File: config.mk
export PLATFORM = sky130hd
export DESIGN_NAME = apb_req_arbiter
export DESIGN_NICKNAME = d
export VERILOG_FILES = /design/src/rtl/apb_req_arbiter.sv
export SDC_FILE = /design/constraint.sdc
export NUM_CORES = 1
export LEC_CHECK = 0
export CELL_PAD_IN_SITES_DETAIL_PLACEMENT = 0
export CELL_PAD_IN_SITES_GLOBAL_PLACEMENT = 1
export CORE_ASPECT_RATIO = 0.5
export CORE_MARGIN = 2
export CORE_UTILIZATION = 32
export DETAILED_ROUTE_END_ITERATION = 8
export PLACE_DENSITY_LB_ADDON = 0.1
export SYNTH_ARGS = -nofsm -noshare
export SYNTH_HDL_FRONTEND = slang
export SYNTH_SLANG_ARGS = --single-unit
File: constraint.sdc
create_clock -name pclk -period 5.01 [get_ports pclk]
set_input_delay 1.503 -clock pclk [delete_from_list [all_inputs] [get_ports pclk]]
set_output_delay 1.503 -clock pclk [all_outputs]
set_load 0.1 [all_outputs]
File: src/rtl/apb_req_arbiter.sv
// Round-robin arbiter that shares one APB master among NREQ requesters,
// sequencing grant, transfer monitoring, watchdog abort and acknowledge.
module apb_req_arbiter #(
    parameter int NREQ    = 4,
    parameter int AW      = 4,
    parameter int DW      = 16,
    parameter int TIMEOUT = 16
) (
    input  logic               pclk,
    input  logic               preset_n,
    input  logic [NREQ-1:0]    req,
    input  logic [NREQ*AW-1:0] req_addr,
    input  logic [NREQ*DW-1:0] req_wdata,
    input  logic [NREQ-1:0]    req_write,
    output logic [NREQ-1:0]    gnt,
    output logic [NREQ-1:0]    ack,
    output logic [DW-1:0]      rdata,
    output logic               err,
    output logic               busy,
    output logic               m_start,
    output logic [AW-1:0]      m_addr,
    output logic [DW-1:0]      m_wdata,
    output logic               m_write,
    input  logic               mon_penable,
    input  logic               mon_pready,
    input  logic [DW-1:0]      mon_prdata
);

    localparam int IW = (NREQ > 1) ? $clog2(NREQ) : 1;
    localparam int CW = $clog2(TIMEOUT);
    localparam logic [CW-1:0] WCNT_LAST = CW'(TIMEOUT - 1);

    typedef enum logic [1:0] {
        S_IDLE = 2'd0,
        S_BUSY = 2'd1,
        S_DONE = 2'd2
    } state_t;

    // Requester handshake: req is a level held until its one-cycle ack;
    // req_* fields are captured only at grant, and dropping req while
    // granted does not cancel the transfer.

    state_t          state_q;
    logic [IW-1:0]   ptr_q;
    logic [IW-1:0]   win_q;
    logic [IW-1:0]   win_d;
    logic [CW-1:0]   wcnt_q;
    logic [NREQ-1:0] gnt_q;
    logic [NREQ-1:0] ack_q;
    logic [DW-1:0]   rdata_q;
    logic            err_q;
    logic            m_start_q;
    logic [AW-1:0]   m_addr_q;
    logic [DW-1:0]   m_wdata_q;
    logic            m_write_q;

    logic [AW-1:0]   addr_arr  [NREQ];
    logic [DW-1:0]   wdata_arr [NREQ];

    function automatic logic [IW-1:0] rr_idx(input logic [IW-1:0] p, input int k);
        int s;
        s = int'(p) + k;
        if (s >= NREQ) s = s - NREQ;
        return IW'(s);
    endfunction

    always_comb begin
        for (int i = 0; i < NREQ; i++) begin
            addr_arr[i]  = req_addr[i*AW +: AW];
            wdata_arr[i] = req_wdata[i*DW +: DW];
        end
    end

    // First requesting index at or above ptr, wrapping at NREQ-1.
    always_comb begin
        logic found;
        found = 1'b0;
        win_d = ptr_q;
        for (int k = 0; k < NREQ; k++) begin
            if (!found && req[rr_idx(ptr_q, k)]) begin
                found = 1'b1;
                win_d = rr_idx(ptr_q, k);
            end
        end
    end

    always_ff @(posedge pclk or negedge preset_n) begin
        if (!preset_n) begin
            state_q   <= S_IDLE;
            ptr_q     <= '0;
            win_q     <= '0;
            wcnt_q    <= '0;
            gnt_q     <= '0;
            ack_q     <= '0;
            rdata_q   <= '0;
            err_q     <= 1'b0;
            m_start_q <= 1'b0;
            m_addr_q  <= '0;
            m_wdata_q <= '0;
            m_write_q <= 1'b0;
        end else begin
            case (state_q)
                S_IDLE: begin
                    m_start_q <= 1'b0;
                    if (|req) begin
                        state_q   <= S_BUSY;
                        win_q     <= win_d;
                        gnt_q     <= NREQ'(1) << win_d;
                        m_addr_q  <= addr_arr[win_d];
                        m_wdata_q <= wdata_arr[win_d];
                        m_write_q <= req_write[win_d];
                        m_start_q <= 1'b1;
                        wcnt_q    <= '0;
                    end
                end
                S_BUSY: begin
                    if (mon_penable && mon_pready) begin
                        rdata_q   <= m_write_q ? '0 : mon_prdata;
                        err_q     <= 1'b0;
                        ack_q     <= gnt_q;
                        m_start_q <= 1'b0;
                        state_q   <= S_DONE;
                    end else if (mon_penable) begin
                        // Completion above takes precedence over the watchdog.
                        if (wcnt_q == WCNT_LAST) begin
                            rdata_q   <= '0;
                            err_q     <= 1'b1;
                            ack_q     <= gnt_q;
                            m_start_q <= 1'b0;
                            state_q   <= S_DONE;
                        end else if (wcnt_q != '1) begin
                            wcnt_q <= wcnt_q + 1'b1;
                        end
                    end
                end
                S_DONE: begin
                    gnt_q   <= '0;
                    ack_q   <= '0;
                    rdata_q <= '0;
                    err_q   <= 1'b0;
                    ptr_q   <= (win_q == IW'(NREQ - 1)) ? '0 : win_q + 1'b1;
                    state_q <= S_IDLE;
                end
                default: begin
                    state_q   <= S_IDLE;
                    gnt_q     <= '0;
                    ack_q     <= '0;
                    m_start_q <= 1'b0;
                end
            endcase
        end
    end

    assign gnt     = gnt_q;
    assign ack     = ack_q;
    assign rdata   = rdata_q;
    assign err     = err_q;
    assign busy    = (state_q != S_IDLE);
    assign m_start = m_start_q;
    assign m_addr  = m_addr_q;
    assign m_wdata = m_wdata_q;
    assign m_write = m_write_q;

endmodule

==> reports/metrics.csv <==
stage;metric;value;unit
cells_and_area;diodes;0;
sta;tightest_slew;1.02;ns
floorplanning;start_util;33.1;%
cells_and_area;layout-drive-gt1-share;10.1;%
sta;rsz0062_at_grt;false;
floorplanning;io_pins;156;
clock_tree;cts.sinks;57;
floorplanning;floorplan.die_area;0.0107;sq mm
global_route;grt_overflow;0;
routing;drtIter0Drc;130;
cells_and_area;final_cell_area;0.00512;sq mm
pwr;leakage;2.16;nW
setup_path;critPathLaunchType;input port;
synthesis;ys_types;45;
routing;wirelength;9750;um
synthesis;yosys_most_used_dff;dfrtp_1;
routing;drc;0;
setup_path;worstPathArrival;4.32;ns
pwr;powerDensity;797;mW/mm^2
global_route;grt_pass1_wl;15100;um
floorplanning;die_x;144;um
setup_path;required;5.21;ns
sta;fmax;0.242;GHz
setup_path;crit_path_end_kind;flop;
hold_path;min_from;m_wdata[1];
global_route;grt.total_usage;18.7;%
synthesis;synth_area_leader_cell;dfrtp_1;
routing;routedWlPerCell;15.8;um
clock_tree;cts_hold_buf;0;
synthesis;async_flop_share;100;%
clock_tree;cts_buffer_depth;2;
sta;fin_skew;0.00925;ns
clock_tree;cts.repair.resized;0;
placement;place_worst_setup_slack;0.530;ns
global_route;grt_pass1_vias;3070;
setup_path;reg2reg_from;ptr_q[0];
placement;portBuffers;155;
hold_path;hp-class;flop to flop;
global_route;antenna_found_initial;0;
sta;slew-limit-headroom;31.6;%
placement;gp_congestion;0.740;
synthesis;synth_top_area_share;45.3;%
synthesis;synthesis.nets;441;
run_status;outcome;finished, final reports clean;
sta;final_max_slew_viol_count;0;
sta;fin_crit_sh;82.3;%
synthesis;synthTopCellsByArea;dfrtp_1 45%, nand2_1 10%, o21ai_0 5.7%;
routing;via_per_inst;4.91;
setup_path;critPathLaunch;req[2];
cells_and_area;area_growth;62.8;%
synthesis;syn-mean-instance-area;9.59;sq um
clock_tree;cts_max_level;3;
routing;firstDrtPassIters;6;
placement;placedInstanceArea;0.00479;sq mm
floorplanning;row_count;25;
synthesis;netlist_instances;328;
clock_tree;cts_tree;yes;
clock_tree;cts_buffers;9;
floorplanning;die-height;74.1;um
clock_tree;cts_root_buf;clkbuf_16;
synthesis;yosysWarnings;0;
sta;post-route-worst-setup-slack;0.885;ns
clock_tree;clk_pin_slew;0.05;ns
synthesis;ys_ff_latch;57;
sta;finalHoldViolations;0;
setup_path;cp_max_fo;12;
global_route;grt_max_degree;36;
routing;vias;3042;
job;cap_violations;0;
synthesis;syn_area;0.00315;sq mm
synthesis;seq_area_frac_synth;45.3;%
cells_and_area;fin_nets;592;
floorplanning;design.core.area;0.00951;sq mm
pwr;ir_drop;0.352;mV
setup_path;crit_type;input port to flop;
clock_tree;clock_latency;0.33;ns
sta;setup_violations;0;
synthesis;synth_edf_count;0;
routing;drt.antenna.violating_nets;0;
placement;place.detailed.hpwl;7420;um
clock_tree;cts_setup_buffers;0;
sta;timing.final.crit_period;4.13;ns
sta;fin_setup_tns;0;ns
[worst max-delay path: stages]
cell,delay [ns]
clkdlybuf4s50_1,0.69
nor2b_1,0.40
o21a_1,0.19
a221o_1,0.53
buf_4,0.29
mux2_4,0.30
a222oi_1,0.31
o21ai_1,0.10
[Yosys cell counts (2+ instances only)]
library cell / n
mux2_2: 6
dfrtp_1: 57
a221o_1: 3
nand3_1: 6
mux2i_1: 4
clkbuf_1: 13
o21ai_0: 36
buf_6: 3
mux2_4: 5
nand2_1: 86
buf_2: 5
a32o_1: 2
o22a_1: 2
o32a_1: 2
ha_1: 5
mux4_2: 8
nor3b_1: 2
nor2_1: 12
inv_1: 7
o21ai_1: 5
o22ai_1: 5
nor2b_1: 5
nor3_1: 2
a222oi_1: 9
a21oi_1: 7
a22o_1: 7
nand2b_1: 6
[path summary, 6_finish.rpt]
| path | end | cells past startpoint | slack, ns |
|---|---|---|---|
| hold / removal | m_wdata[1] | 2 | 0.47 |
| max in group asynchronous | wcnt_q[1] | 2 | 2.91 |
| min in group asynchronous | gnt[2] | 1 | 1.27 |
| setup reg to reg | m_wdata[9] | 7 | 2.26 |
| setup / recovery | m_wdata[9] | 8 | 0.88 |
| hold reg to reg | m_wdata[1] | 2 | 0.47 |
[metrics by stage]
stage	hold slack [ns]	utilization, %	power, mW	cells
global placement	0.451	50.4	3.38	603
finish	0.469	53.9	4.08	619
floorplan	0.450	-	2.78	328
CTS	0.472	53.9	4.12	619
detailed placement	0.460	50.4	3.43	603
global route	0.495	53.9	4.30	619
[metal layers]
layer | global-route usage (%) | wire length [um] | vias to the layer above
met4 | 6.47 | 173 | 0
met5 | 0 | 0 | -
li1 | - | - | 1482
met2 | 32.3 | 4880 | 92
met1 | 23.1 | 4150 | 1450
met3 | 5.02 | 546 | 18
[cell type report]
cell class                 instances  area [sq um]
timing repair buffer             162          1600
fill                             907          4390
clock buffer                      11           253
clock inverter                     5          77.6
multi-input combinational        242          1570
sequential                        57          1430
inverter                           7          26.3
tap                              135           169
[logic make-up after synthesis]
family / Yosys count / synth area share (%)
compound gates: 88 / 19.0
fa+ha+maj: 5 / 1.99
buf+inv: 29 / 4.89
flops: 57 / 45.3
mux: 23 / 11.5
simple gates: 126 / 17.3
[flip-flops by register name, summed over array words and instances, names as in the netlist]
name and flops:
m_wdata 16, rdata 16, state_q 2, m_start 1, wcnt_q 4, ack 4
ptr_q 2, m_addr 4, m_write 1, gnt 4, win_q 2, err 1
[where the power goes]
part           leakage, nW  total, mW  internal [mW]  switching [mW]
clock network        0.162      0.676          0.460           0.216
logic                 1.27       2.58          0.707            1.88
registers            0.735      0.821          0.666           0.155
total                 2.16       4.08           1.83            2.25
[cell usage in the layout (no fill, tap or decap), types with 8 or more instances in the layout]
master	count
a222oi_1	9
clkbuf_16	9
clkdlybuf4s50_1	154
dfrtp_1	57
mux4_2	8
nand2_1	86
nor2_1	12
o21ai_0	36
Power figures use the tool's default switching activity.
